--- src/rtl/weight_loader_pkg.sv ---
// Shared types and constants for the SPI weight loader.
package weight_loader_pkg;

  typedef enum logic [2:0] {
    IDLE,
    CMD,
    ADDR_HI,
    ADDR_LO,
    DATA,
    DISCARD
  } loader_state_e;

  localparam logic [7:0]  CMD_WRITE_DEFAULT = 8'h02;
  localparam int unsigned SYNC_STAGES       = 2;
  localparam int unsigned SPI_BYTE_BITS     = 8;

endpackage

--- src/rtl/spi_sync_edge.sv ---
// N-flop synchroniser for an asynchronous SPI line with single-clock rise/fall pulses.
module spi_sync_edge #(
  parameter int unsigned STAGES = 2
) (
  input  logic i_clk,
  input  logic i_rst,
  input  logic i_async,
  output logic o_rise,
  output logic o_fall
);

  logic [STAGES-1:0] r_sync;
  logic              r_prev;

  // Chain resets low so a line already low at reset release never yields a fall pulse.
  always_ff @(posedge i_clk) begin
    if (i_rst) begin
      r_sync <= '0;
      r_prev <= 1'b0;
    end else begin
      r_sync <= {r_sync[STAGES-2:0], i_async};
      r_prev <= r_sync[STAGES-1];
    end
  end

  assign o_rise = r_sync[STAGES-1] & ~r_prev;
  assign o_fall = ~r_sync[STAGES-1] & r_prev;

endmodule

--- src/rtl/weight_spi_loader.sv ---
// SPI slave that turns host weight frames into single-byte writes on the weight bank load port.
module weight_spi_loader
  import weight_loader_pkg::*;
#(
  parameter int unsigned DATAWIDTH_BUS = 8,
  parameter int unsigned ADDRESS_WIDTH = 16,
  parameter int unsigned NUM_WEIGHTS   = 10422,
  parameter logic [7:0]  CMD_WRITE     = CMD_WRITE_DEFAULT
) (
  input  logic                     Loader_Clock_In_Data,
  input  logic                     Loader_Reset_InHigh,
  input  logic                     Loader_SCLK_In,
  input  logic                     Loader_CSn_In,
  input  logic                     Loader_MOSI_In,
  output logic                     Loader_MISO_Out,
  output logic [ADDRESS_WIDTH-1:0] Loader_Addr_Out_DataBUS,
  output logic [DATAWIDTH_BUS-1:0] Loader_Data_Out_DataBUS,
  output logic                     Loader_Load_OutLow,
  output logic                     Loader_Busy_Out,
  output logic                     Loader_Done_Out,
  output logic                     Loader_Error_Out,
  output logic [ADDRESS_WIDTH-1:0] Loader_WordCount_Out
);

  logic w_sclk_rise, w_sclk_fall, w_cs_rise, w_cs_fall;

  spi_sync_edge #(.STAGES(SYNC_STAGES)) u_sclk_sync (
    .i_clk   (Loader_Clock_In_Data),
    .i_rst   (Loader_Reset_InHigh),
    .i_async (Loader_SCLK_In),
    .o_rise  (w_sclk_rise),
    .o_fall  (w_sclk_fall)
  );

  spi_sync_edge #(.STAGES(SYNC_STAGES)) u_csn_sync (
    .i_clk   (Loader_Clock_In_Data),
    .i_rst   (Loader_Reset_InHigh),
    .i_async (Loader_CSn_In),
    .o_rise  (w_cs_rise),
    .o_fall  (w_cs_fall)
  );

  logic [SYNC_STAGES-1:0]   r_mosi_sync;
  logic [2:0]               r_bitcnt;
  logic [7:0]               r_shift;
  logic [7:0]               r_addr_hi;
  logic [ADDRESS_WIDTH-1:0] r_ptr;
  logic [ADDRESS_WIDTH-1:0] r_addr_out;
  logic [DATAWIDTH_BUS-1:0] r_data_out;
  logic [ADDRESS_WIDTH-1:0] r_wc;
  logic [7:0]               r_miso_sr;
  logic                     r_miso_pend;
  logic                     r_load_n, r_inc_pend, r_busy, r_done, r_error;
  loader_state_e            r_state, w_next;

  logic [7:0]               w_byte;
  logic                     w_byte_done;
  logic [15:0]              w_addr_full;
  logic [ADDRESS_WIDTH-1:0] w_addr_trunc;
  logic                     w_start_ok, w_ptr_ok;
  logic                     w_set_err, w_ld_hi, w_ld_addr, w_write;

  assign w_byte       = {r_shift[6:0], r_mosi_sync[SYNC_STAGES-1]};
  assign w_byte_done  = w_sclk_rise && (r_bitcnt == 3'(SPI_BYTE_BITS - 1));
  assign w_addr_full  = {r_addr_hi, w_byte};
  assign w_addr_trunc = w_addr_full[ADDRESS_WIDTH-1:0];
  assign w_start_ok   = 32'(w_addr_trunc) < NUM_WEIGHTS;
  assign w_ptr_ok     = 32'(r_ptr) < NUM_WEIGHTS;

  always_ff @(posedge Loader_Clock_In_Data) begin
    if (Loader_Reset_InHigh) r_state <= IDLE;
    else                     r_state <= w_next;
  end

  // A CSn fall outside IDLE restarts the frame directly.
  always_comb begin
    w_next    = r_state;
    w_set_err = 1'b0;
    w_ld_hi   = 1'b0;
    w_ld_addr = 1'b0;
    w_write   = 1'b0;
    if (w_cs_fall) begin
      w_next = CMD;
    end else if (w_cs_rise) begin
      w_next = IDLE;
    end else if (w_byte_done) begin
      case (r_state)
        CMD: begin
          if (w_byte == CMD_WRITE) w_next = ADDR_HI;
          else begin
            w_set_err = 1'b1;
            w_next    = DISCARD;
          end
        end
        ADDR_HI: begin
          w_ld_hi = 1'b1;
          w_next  = ADDR_LO;
        end
        ADDR_LO: begin
          if (w_start_ok) begin
            w_ld_addr = 1'b1;
            w_next    = DATA;
          end else begin
            w_set_err = 1'b1;
            w_next    = DISCARD;
          end
        end
        DATA: begin
          if (w_ptr_ok) w_write = 1'b1;
          else begin
            w_set_err = 1'b1;
            w_next    = DISCARD;
          end
        end
        default: ;
      endcase
    end
  end

  always_ff @(posedge Loader_Clock_In_Data) begin
    if (Loader_Reset_InHigh) begin
      r_mosi_sync <= '0;
      r_bitcnt    <= '0;
      r_shift     <= '0;
      r_addr_hi   <= '0;
      r_ptr       <= '0;
      r_addr_out  <= '0;
      r_data_out  <= '0;
      r_wc        <= '0;
      r_miso_sr   <= '0;
      r_miso_pend <= 1'b0;
      r_load_n    <= 1'b1;
      r_inc_pend  <= 1'b0;
      r_busy      <= 1'b0;
      r_done      <= 1'b0;
      r_error     <= 1'b0;
    end else begin
      r_mosi_sync <= {r_mosi_sync[SYNC_STAGES-2:0], Loader_MOSI_In};
      r_load_n    <= ~w_write;
      r_inc_pend  <= w_write;
      r_done      <= (w_cs_rise || w_cs_fall) && r_busy && ((r_wc != '0) || r_inc_pend);

      if (w_sclk_rise) begin
        r_shift  <= w_byte;
        r_bitcnt <= r_bitcnt + 3'd1;
      end
      if (w_ld_hi)   r_addr_hi <= w_byte;
      if (w_ld_addr) r_ptr     <= w_addr_trunc;
      if (w_write) begin
        r_addr_out <= r_ptr;
        r_data_out <= DATAWIDTH_BUS'(w_byte);
      end
      if (r_inc_pend) begin
        r_ptr <= r_ptr + ADDRESS_WIDTH'(1);
        if (32'(r_wc) < NUM_WEIGHTS) r_wc <= r_wc + ADDRESS_WIDTH'(1);
      end
      if (w_set_err) r_error <= 1'b1;
      if (w_cs_rise) r_busy <= 1'b0;

      // The completed byte stays in r_shift until the next rise, so the
      // falling edge after a boundary can load it straight into MISO.
      if (r_busy && w_byte_done) r_miso_pend <= 1'b1;
      if (r_busy && w_sclk_fall) begin
        if (r_miso_pend) begin
          r_miso_sr   <= r_shift;
          r_miso_pend <= 1'b0;
        end else begin
          r_miso_sr <= {r_miso_sr[6:0], 1'b0};
        end
      end

      if (w_cs_fall) begin
        r_bitcnt    <= '0;
        r_busy      <= 1'b1;
        r_error     <= 1'b0;
        r_wc        <= '0;
        r_miso_sr   <= '0;
        r_miso_pend <= 1'b0;
      end
    end
  end

  assign Loader_MISO_Out         = r_miso_sr[7] & r_busy;
  assign Loader_Addr_Out_DataBUS = r_addr_out;
  assign Loader_Data_Out_DataBUS = r_data_out;
  assign Loader_Load_OutLow      = r_load_n;
  assign Loader_Busy_Out         = r_busy;
  assign Loader_Done_Out         = r_done;
  assign Loader_Error_Out        = r_error;
  assign Loader_WordCount_Out    = r_wc;

endmodule

--- config.mk ---
export PLATFORM = sky130hd
export DESIGN_NAME = weight_spi_loader
export DESIGN_NICKNAME = d
export VERILOG_FILES = /design/src/rtl/weight_loader_pkg.sv /design/src/rtl/spi_sync_edge.sv /design/src/rtl/weight_spi_loader.sv
export SDC_FILE = /design/constraint.sdc
export NUM_CORES = 1
export LEC_CHECK = 0
export BUFFER_PORTS_ARGS = -buffer_cell sky130_fd_sc_hd__buf_2
export CAP_MARGIN = 5
export CORE_AREA = 2 2 76 133
export DETAILED_ROUTE_END_ITERATION = 10
export DIE_AREA = 0 0 78 135
export GPL_ROUTABILITY_DRIVEN = 0
export GPL_TIMING_DRIVEN = 0
export PLACE_DENSITY = 0.72
export SLEW_MARGIN = 30
export SYNTH_ARGS = -nofsm -noshare
export SYNTH_HDL_FRONTEND = slang
export SYNTH_SLANG_ARGS = --single-unit
--- constraint.sdc ---
create_clock -name Loader_Clock_In_Data -period 3.7 [get_ports Loader_Clock_In_Data]
set_input_delay 0.555 -clock Loader_Clock_In_Data [delete_from_list [all_inputs] [get_ports Loader_Clock_In_Data]]
set_output_delay 0.555 -clock Loader_Clock_In_Data [all_outputs]
set_load 0.01 [all_outputs]
Word level (Yosys, flattened, before mapping)
Index checks and enable logic that the tools add are counted.
{ "op_classes": {"addsub": 3, "n_lt_le_gt_ge": 3, "n_eq_ne": 8, "mux": 36, "n_bitwise": 10, "reduce_logical": 18} }
{ "ops": {"columns": ["operator", "count"], "rows": [
  ["< comparator 16 x 14 -> 1 bit, second input constant", 3],
  ["adder 16 x 1 -> 16 bit, second input constant", 2],
  ["two-way mux 16 bit", 2],
  ["two-way mux 1 bit", 29],
  ["nonzero test 16 bit", 1],
  ["case mux 3 bit (4 select lines)", 1],
  ["equality test 8 x 2 -> 1 bit, second input constant", 1],
  ["two-way mux 8 bit", 1],
  ["equality test 3 x 2 -> 1 bit, second input constant", 2],
  ["equality test 3 bit, second input constant", 2],
  ["two-way mux 3 bit", 2],
  ["AND reduction 3 bit", 2],
  ["nonzero test 6 bit", 1],
  ["bitwise AND 1 bit", 5],
  ["logical AND 1 bit", 5],
  ["NOT 1 bit", 5],
  ["inequality test 4 bit, second input constant", 1],
  ["nonzero test 2 bit", 2],
  ["nonzero test 4 bit", 1],
  ["adder 3 x 1 -> 3 bit, second input constant", 1],
  ["equality test 3 x 1 -> 1 bit, second input constant", 1],
  ["case mux 1 bit (3 select lines)", 1],
  ["nonzero test 3 bit", 1],
  ["OR reduction 3 bit", 1],
  ["other kinds (4)", 5]
]} }
{ "totals": {"register_bits": 100, "elab_cells": 99} }

Depth between registers and ports, before layout
Gate-level depths: netlist (run 1).
{ "logic_depth": {"word_depth": 8, "ltp_mapped": 9, "mapped_depth_nobuf": 8} }

Cells and area by module
From an unflattened synthesis (run 1), not the netlist that was laid out.
{ "hier_totals": {"cells_unflattened": 490, "area_unflattened_um2": 4444.3} }
{ "modules_own_cells": {"columns": ["mod", "n_inst", "cells_per_inst", "area_per_inst_um2", "seq_area_each_um2"], "rows": [
  ["weight_spi_loader", 1, 474, 4261.6, 1881.8],
  ["spi_sync_edge", 2, 8, 91.3, 60.1]
]} }

Worst setup path before layout (run 1)
OpenSTA, ideal clock, no wires.
{ "synth_path": {"kind": "flip-flop to flip-flop", "startpoint": "reg r_bitcnt[0]", "endpoint": "reg r_addr_out[10], in the netlist Loader_Addr_Out_DataBUS[10]", "setup_time_ns": 0.128, "arrival_ns": 1.674, "required_ns": 3.572, "slack_ns": 1.899, "path_stages_with_launch": 10, "path_buffers": 2, "synth_period_minus_slack_ns": 1.801, "cell_sequence": "dfxtp_1 ha_1 ha_1 nand2_1 nor4_1 nand4b_1 buf_2 buf_4 mux2i_1 nor2_1"} }
{ "synth_via": {"elab_chain_cells": 5} }
{ "synth_lines": {"columns": ["item", "line_no", "source"], "rows": [
  ["start, declared", "weight_spi_loader.sv:44", "logic [2:0] r_bitcnt;"],
  ["start signal, assigned", "weight_spi_loader.sv:145", "r_bitcnt <= r_bitcnt + 3'd1;"],
  ["equality test 3 bit", "weight_spi_loader.sv:64", "assign w_byte_done = w_sclk_rise && (r_bitcnt == 3'(SPI_BYTE_BITS - 1));"],
  ["logical AND 1 bit", "weight_spi_loader.sv:64", null],
  ["two-way mux 1 bit", "weight_spi_loader.sv:86", "end else if (w_byte_done) begin"],
  ["two-way mux 1 bit", "weight_spi_loader.sv:84", "end else if (w_cs_rise) begin"],
  ["two-way mux 1 bit", "weight_spi_loader.sv:82", "if (w_cs_fall) begin"],
  ["end signal, assigned", "weight_spi_loader.sv:150", "r_addr_out <= r_ptr;"],
  ["end, declared", "weight_spi_loader.sv:48", "logic [ADDRESS_WIDTH-1:0] r_addr_out;"]
]} }
Every way passes these cells.
A chain may end at the register's enable or synchronous reset.

Worst setup path in the final report (run 1)
{ "layout_path": {"startpoint": "reg u_csn_sync.r_sync[1]", "endpoint": "reg r_ptr[2]"} }
{ "layout_via": {"elab_chain_cells": 4, "elab_cells_between_ends": 6, "classes_between": "mux (2); bitwise (3); reduce/logical (1)"} }
{ "layout_lines": {"columns": ["item", "line_no", "source"], "rows": [
  ["start, declared", "spi_sync_edge.sv:12", "logic [STAGES-1:0] r_sync;"],
  ["start signal, assigned", "spi_sync_edge.sv:21", "r_sync <= {r_sync[STAGES-2:0], i_async};"],
  ["NOT 1 bit", "spi_sync_edge.sv:27", "assign o_fall = ~r_sync[STAGES-1] & r_prev;"],
  ["bitwise AND 1 bit", "spi_sync_edge.sv:27", null],
  ["net u_csn_sync.o_fall", "spi_sync_edge.sv:9", "output logic o_fall"],
  ["two-way mux 1 bit", "weight_spi_loader.sv:82", null],
  ["nonzero test 2 bit (no line)", null, null],
  ["end signal, assigned", "weight_spi_loader.sv:148", "if (w_ld_addr) r_ptr <= w_addr_trunc;"],
  ["end signal, assigned", "weight_spi_loader.sv:154", "r_ptr <= r_ptr + ADDRESS_WIDTH'(1);"],
  ["end, declared", "weight_spi_loader.sv:47", "logic [ADDRESS_WIDTH-1:0] r_ptr;"]
]} }
The timed path passes the listed nets, and every way through them passes these cells.

==> flow_summary.ini, run 1 <==
[timing]
min_period_ns = 2.22
final_hold_viol_count = 0
final_max_slew_viol_count = 0
fin_crit_sh_pct = 60.1
fmax_ghz = 0.450
setup_viol = 0
slew_headroom_pct = 58.3
rsz0062_at_grt = no
clock_skew_ns = 0.00542
tightest_slew_ns = 0.625
setup_tns_ns = 0

[yosys]
synthTopCellsByArea = dfxtp_1, mux2i_1, nor2_1
ys_top_cells_by_count = dfxtp_1, nor2_1, nand2_1
syn_nets = 509
yosys_warnings = 0
synthSimpleGateAreaFrac_pct = 24.6
synth_fa_ha_area_share_pct = 2.00
yosysTopAreaCell = dfxtp_1
ys_seq_elements = 100
muxShareOfSynthArea_pct = 9.45
synthesis.instances = 497
synth-async-reset-ratio_pct = 0
ys.flop_type = dfxtp_1
syn_area_um2 = 4370
synth_xor_area_share_pct = 2.20
yosysMostFrequentCell = dfxtp_1
synth-edff-count = 0
syn-mean-instance-area_um2 = 8.79
synth_cell_types = 54
ys_seq_area_share_pct = 45.8
synth_top_family_by_area = simple AND/OR/NAND/NOR gates
synth-compound-area-share_pct = 11.2
yosysTopAreaCellShare_pct = 45.8

[final_layout]
drive_gt1_share_pct = 16.2
nNetsFinal = 568
diodes = 0
area_growth_pct = 16.4

[hold_path]
worstHoldPathType = input port to flop

[grt]
grt-ovfl-total = 0
grt_pass1_vias = 3656
grt_max_degree = 18
grt_first_pass_wirelength_um = 17400
grt_usage_pct = 20.8
antenna_found_initial = 0

[clocking]
clockBufferDepth = 2
clk_pin_slew_ns = 0.07
postCtsSetupRepairBufs = 0
clk_latency_ns = 0.35
cts_resized = 0
cts_root_buffer = clkbuf_16
cts.sink_count = 100
htreeDepth = 3
cts_hold_buf = 0
cts_tree = done
cts_buffers = 9

[floorplan]
fp.dieArea_um2 = 10500
die_y_um = 135
rows = 47
die_w_um = 78
core-area_um2 = 9410
start_util_pct = 46.4
pin_count = 50

[power_and_ir_drop]
power_mw = 2.15
power_density_nw_per_um2 = 422
leakage_nw = 2.14
ir_drop_mv = 0.311

[route]
firstDrtPassIters = 4
viasPerCell = 5.46
drc = 0
wl_um = 10500
wire_per_inst_um = 15.4
drt_iter0_markers = 203
num_vias = 3726
ant_nets = 0

[critical_path]
required_ns = 3.94
crit_path_start_kind = flop
cp.arrival_ns = 2.46
end_kind = flop
critical_path_class = flop to flop
path_max_fanout = 10

[placement]
io_buffers = 48
dp_hpwl_um = 7850

[status]
outcome = completed

[flow_run]
max_cap_violations = 0
## power by group
group	switching [mW]	internal (mW)
Combinational	0.0332	0.0143
Sequential	0.00386	1.08
Clock	0.418	0.596
Total	0.455	1.69
## final cells by class
class                   count  area (um2)
fillers                   898        4320
multi-input cells         354        2160
flip-flops and latches    100        2000
repair buffers             48         240
clock buffers               9         225
plain buffers              34         174
well taps                 122         153
clock inverters             7        97.6
inverters                   9        33.8
## logic make-up after synthesis
| family | after synthesis |
|---|---|
| simple gates | 220 |
| flops | 100 |
| compound gates | 75 |
| buf+inv | 43 |
| mux | 41 |
| xor+xnor | 11 |
| fa+ha+maj | 7 |
## path summary, 6_finish.rpt
check             slack (ns)             startpoint                    end  cells past startpoint
hold / removal          0.41         Loader_MOSI_In         r_mosi_sync[0]                      2
setup reg to reg        1.48   u_csn_sync.r_sync[1]               r_ptr[2]                      8
setup / recovery        1.48   u_csn_sync.r_sync[1]               r_ptr[2]                      8
hold reg to reg         0.44  u_sclk_sync.r_sync[0]  u_sclk_sync.r_sync[1]                      1
## metal layers
layer / wire, um / track usage (%)
met1: 3930 / 21.2
met2: 5820 / 39.8
met3: 360 / 3.88
met4: 382 / 10.2
met5: 0 / 0
## layout by cell type (no fill, tap or decap), types with 8 or more instances in the layout
cell type,instances
a211oi_1,8
a21oi_1,35
buf_2,54
clkbuf_1,18
clkbuf_16,9
dfxtp_1,100
inv_1,9
mux2i_1,39
nand2_1,49
nand3_1,20
nand4_1,8
nor2_1,83
nor2b_1,9
nor3_1,9
xor2_1,9
## registers in the layout, indices dropped and copies added (netlist names)
signal                   count
r_miso_pend                  1
Loader_WordCount_Out        16
u_sclk_sync.r_sync           2
r_ptr                       16
r_bitcnt                     3
Loader_Busy_Out              1
u_sclk_sync.r_prev           1
r_mosi_sync                  2
r_addr_hi                    8
r_inc_pend                   1
Loader_Data_Out_DataBUS      8
r_miso_sr                    8
r_state                      3
u_csn_sync.r_sync            2
Loader_Load_OutLow           1
Loader_Addr_Out_DataBUS     16
u_csn_sync.r_prev            1
Loader_Done_Out              1
Loader_Error_Out             1
r_shift                      8
## worst max-delay path: stages, from the launching register on
cell and delay [ns]:
dfxtp_1 0.34, inv_1 0.06, ha_1 0.28, nor2_1 0.21, nand4_1 0.18, a211oi_2 0.41
nand2_1 0.15, buf_2 0.22, o221a_1 0.27
## through the flow
step           hold slack, ns  utilization (%)  std cells  area, um2  worst slack, ns
5_1_grt                 0.427             54.1        683       5090             1.28
2_1_floorplan           0.414                -        497       4370             1.90
4_1_cts                 0.409             54.1        683       5090             1.49
3_3_place_gp            0.420             50.6        667       4760             1.54
3_5_place_dp            0.428             50.6        667       4760             1.51
6_report                0.410             54.1        683       5090             1.48
Power figures use the tool's default switching activity.
==> inputs of run 2 (changes only) <==
==> constraint.sdc (replaced) <==
create_clock -name Loader_Clock_In_Data -period 2.14 [get_ports Loader_Clock_In_Data]
set_input_delay 0.321 -clock Loader_Clock_In_Data [delete_from_list [all_inputs] [get_ports Loader_Clock_In_Data]]
set_output_delay 0.321 -clock Loader_Clock_In_Data [all_outputs]
set_load 0.01 [all_outputs]
==> run 2 against run 1 <==
Net effect:
- first-iteration DRC count is 13% higher
- clock-buffer cell count stayed put
- die area stayed put
==> flow_summary.ini, run 2 (synthesized netlist as in run 1, its figures left out) <==
[floorplan]
die_w_um = 78
start_util_pct = 46.4
core-area_um2 = 9410
die_y_um = 135
rows = 47
fp.dieArea_um2 = 10500
pin_count = 50

[grt]
grt_usage_pct = 21.0
grt-ovfl-total = 0
antenna_found_initial = 0
grt_pass1_vias = 3647
grt_max_degree = 18
grt_first_pass_wirelength_um = 17500

[route]
num_vias = 3730
drt_iter0_markers = 230
firstDrtPassIters = 4
wl_um = 10500
viasPerCell = 5.49
wire_per_inst_um = 15.5
drc = 0
ant_nets = 0

[final_layout]
layout_common_cells = dfxtp_1, nor2_1, buf_2
instances_no_fill = 679
diodes = 0
drive_gt1_share_pct = 17.8
layout_commonest_cell = dfxtp_1
nNetsFinal = 564
area_growth_pct = 17.4

[clocking]
clockBufferDepth = 2
htreeDepth = 3
clk_latency_ns = 0.34
cts_tree = done
clk_pin_slew_ns = 0.07
cts_buffers = 9
cts_root_buffer = clkbuf_16
cts.sink_count = 100

[timing]
setup_viol = 0
min_period_ns = 2.06
final_max_slew_viol_count = 0
setup_tns_ns = 0
clock_skew_ns = 0.00480
fmax_ghz = 0.486
slew_headroom_pct = 60.8
final_hold_viol_count = 0
fin_crit_sh_pct = 96.1
tightest_slew_ns = 0.588

[power_and_ir_drop]
switchingPower_uw = 782
seq_power_share_pct = 50.6
ir_drop_mv = 0.539
intPower_mw = 2.93
leakage_nw = 2.15
power_mw = 3.71
combPwrFrac_pct = 2.3
p_clk_share_pct = 47.1
power_density_nw_per_um2 = 722
swShare_pct = 21.1

[placement]
placedCellCount = 667
io_buffers = 48
dp_hpwl_um = 7850

[critical_path]
cp.arrival_ns = 2.29
crit_path_start_kind = flop
required_ns = 2.37
critical_path_class = flop to flop
end_kind = flop
path_max_fanout = 9

[hold_path]
worstHoldPathType = input port to flop

[flow_run]
max_cap_violations = 0

[status]
outcome = completed
run 2: cell count changes in the layout (fill, tap and decap cells not counted), moves of 2 or more:
| cell | previous run | this run |
|---|---|---|
| ha_2 | 0 | 2 |
| ha_1 | 7 | 4 |
| nor4_1 | 5 | 3 |
| clkbuf_1 | 18 | 13 |
run 2: final cells by class:
type / instances / area, um2
plain buffers: 29 / 158
clock buffers: 9 / 225
clock inverters: 7 / 97.6
fillers: 885 / 4280
inverters: 9 / 33.8
multi-input cells: 354 / 2210
flip-flops and latches: 100 / 2000
well taps: 122 / 153
repair buffers: 49 / 248
run 2: timing repair:
item / CTS / global route
gates cloned: 0 / 0
buffers inserted: 1 / 0
setup endpoints to repair: 6 / 47
pin swaps: 1 / 2
gates resized for setup: 2 / 9
hold buffers: 0 / 0
run 2: worst max-delay path, cell delays in order (launching register included):
cell,delay [ns]
dfxtp_1,0.57
a21oi_1,0.10
nor3_2,0.31
a211oi_4,0.11
buf_4,0.17
or2_2,0.33
o21a_1,0.13
o221a_1,0.23
run 2: per-stage QoR:
stage	hold slack (ns)	cell area, um2	worst slack (ns)	utilization (%)
3_3_place_gp	0.420	4760	-0.0241	50.6
2_1_floorplan	0.414	4370	0.339	-
6_report	0.180	5130	0.0844	54.5
5_1_grt	0.193	5130	-0.00818	54.5
4_1_cts	0.175	5100	-0.00680	54.2
3_5_place_dp	0.428	4760	-0.0497	50.6
run 2: worst paths after layout:
path	from	end	slack, ns	depth (start not counted)
setup / recovery	r_shift[5]	r_ptr[2]	0.08	7
hold / removal	Loader_MOSI_In	r_mosi_sync[0]	0.18	2
hold reg to reg	u_sclk_sync.r_sync[0]	u_sclk_sync.r_sync[1]	0.44	1
setup reg to reg	r_shift[5]	r_ptr[2]	0.08	7
run 2: metal layers:
metal  vias to the layer above  track usage [%]  wire length (um)
met5                         -                0                 0
met4                         0             9.94               403
li1                       1830                -                 -
met2                        87             39.9              5830
met1                      1783             21.6              3860
met3                        30             3.88               409
run 2: power by group through the flow:
| stage | Clock (mW) | Combinational (mW) | Sequential (mW) |
|---|---|---|---|
| after floorplan | 0 | 0.0563 | 1.92 |
| after global placement | 0 | 0.0803 | 1.92 |
| after detailed placement | 0 | 0.0824 | 1.92 |
| after CTS | 1.78 | 0.0828 | 1.87 |
| after global routing | 1.86 | 0.0948 | 1.88 |
| final | 1.75 | 0.0847 | 1.88 |
==> inputs of run 3 (changes only) <==
--- a/config.mk
+++ b/config.mk
@@ -7,12 +7,12 @@
 export LEC_CHECK = 0
 export BUFFER_PORTS_ARGS = -buffer_cell sky130_fd_sc_hd__buf_2
 export CAP_MARGIN = 5
-export CORE_AREA = 2 2 76 133
+export CORE_AREA = 3 3 77 134
 export DETAILED_ROUTE_END_ITERATION = 10
-export DIE_AREA = 0 0 78 135
+export DIE_AREA = 0 0 80 137
 export GPL_ROUTABILITY_DRIVEN = 0
 export GPL_TIMING_DRIVEN = 0
-export PLACE_DENSITY = 0.72
+export PLACE_DENSITY = 0.64
 export SLEW_MARGIN = 30
 export SYNTH_ARGS = -nofsm -noshare
 export SYNTH_HDL_FRONTEND = slang
==> run 3 against run 2 <==
Net effect:
- cell count grew 0.15%
- utilization grew 0.24 points
- worst hold slack gained 0.0077 ns
- cell area grew 0.44%
- non-clock buffer count grew 1
- global-route usage shrank 0.38 points
- register-to-register slack gained 0.02 ns
- via count shrank 0.86%
- fmax grew 0.83%
- setup slack gained 0.017 ns
- first-iteration DRC count shrank 39%
==> flow_summary.ini, run 3 (synthesized netlist as in run 1, its figures left out) <==
[critical_path]
rrSetupSlack_ns = 0.10
startpoint = r_shift[3]
cp.arrival_ns = 2.27
end_kind = flop
timing.rr.end = r_ptr[2]
regToRegStartpoint = r_shift[3]
critical_path_class = flop to flop
required_ns = 2.37
path_max_fanout = 8
rr_worst_depth = 7
crit_path_start_kind = flop

[clocking]
clockBufferDepth = 2
cts.sink_count = 100
cts_hold_buf = 0
cts_buffers = 9
htreeDepth = 3
clk_pin_slew_ns = 0.07
clk_latency_ns = 0.34
cts_tree = done
cts_root_buffer = clkbuf_16

[grt]
grt_max_degree = 16
gr-usage-met2_pct = 38.9
grt_usage_pct = 20.6
antenna_found_initial = 0
grt-ovfl-total = 0
grt_pass1_vias = 3595
met1_usage_pct = 21.2
grt_first_pass_wirelength_um = 17600
grtUsageMet3_pct = 3.89
grt.busiest_layer = met2

[route]
num_vias = 3698
firstDrtPassIters = 4
wire_per_inst_um = 15.9
drt_iter0_markers = 140
viasPerCell = 5.44
ant_nets = 0
drc = 0
wl_um = 10800

[hold_path]
hold_start = Loader_MOSI_In
hold_path_end = r_mosi_sync[0]
holdPathStages = 2
worstHoldPathType = input port to flop

[power_and_ir_drop]
power_density_nw_per_um2 = 745
leakage_nw = 2.17
ir_drop_mv = 0.554

[timing]
setup_viol = 0
clock_skew_ns = 0.00702
final_max_slew_viol_count = 0
slew_headroom_pct = 57.0
worst_slack_ns = 0.101
min_period_ns = 2.04
whs_ns = 0.188
tightest_slew_ns = 0.645
fin_crit_sh_pct = 95.3
final_hold_viol_count = 0
fmax_ghz = 0.491

[placement]
dp_slack_ns = -0.0283
io_buffers = 48
postPlaceCellArea_um2 = 4760
dp_hpwl_um = 8030

[final_layout]
layout_commonest_cell = dfxtp_1
drive_gt1_share_pct = 17.6
layout_common_cells = dfxtp_1, nor2_1, buf_2
nNetsFinal = 565
diodes = 0
area_growth_pct = 17.9
design_area_um2 = 5150

[floorplan]
fp.dieArea_um2 = 11000
start_util_pct = 46.4
die_y_um = 137
die_w_um = 80
rows = 47
pin_count = 50
core-area_um2 = 9410

[status]
outcome = completed

[flow_run]
max_cap_violations = 0
[run 3: power by group]
group	internal, mW	leakage (nW)	switching (mW)
clock network	1.20	0.173	0.674
logic	0.0261	1.19	0.0589
registers	1.87	0.807	0.00681
[run 3: timing repair]
item	4_1_cts	5_1_grt
pin swaps	1	2
setup buffers	0	1
setup endpoints to repair	10	23
resized for setup	4	8
[run 3: layout make-up]
type	instances	area, um2
buffer	30	161
clock inverter	4	95.1
multi-input combinational	354	2200
clock buffer	12	256
timing repair buffer	49	251
fill	910	4260
tap	122	153
sequential	100	2000
inverter	9	33.8
[run 3: per-layer routing]
metal	up-vias	part of all wire, %
li1	1830	-
met1	1768	39
met2	74	54
met3	26	3.5
met4	0	3.3
met5	-	0
[run 3: how the worst max path moves through the flow]
stage,end,slack [ns],cells after the start
6_report,r_ptr[2],0.10,7
5_1_grt,r_ptr[12],-0.008,10
4_1_cts,r_ptr[9],0.05,9
3_5_place_dp,Loader_Addr_Out_DataBUS[11],-0.03,9
3_3_place_gp,r_ptr[9],0.004,9
2_1_floorplan,Loader_Addr_Out_DataBUS[10],0.34,9
[run 3: worst max-delay path, stage by stage, from the launching register on]
cell and delay [ns]:
dfxtp_1 0.53, a21oi_1 0.14, nor3_2 0.33, a211oi_4 0.11, buf_6 0.15, or2_2 0.33
o21a_1 0.13, o221a_1 0.21
[run 3: per-stage QoR]
| stage | cells | total power, mW | utilization (%) | setup TNS (ns) |
|---|---|---|---|---|
| after floorplan | 497 | 1.97 | - | 0 |
| after global placement | 667 | 2.00 | 50.6 | 0 |
| after detailed placement | 667 | 2.00 | 50.6 | -0.158 |
| after CTS | 683 | 3.87 | 54.6 | 0 |
| after global routing | 680 | 3.96 | 54.8 | -0.00766 |
| final | 680 | 3.84 | 54.8 | 0 |
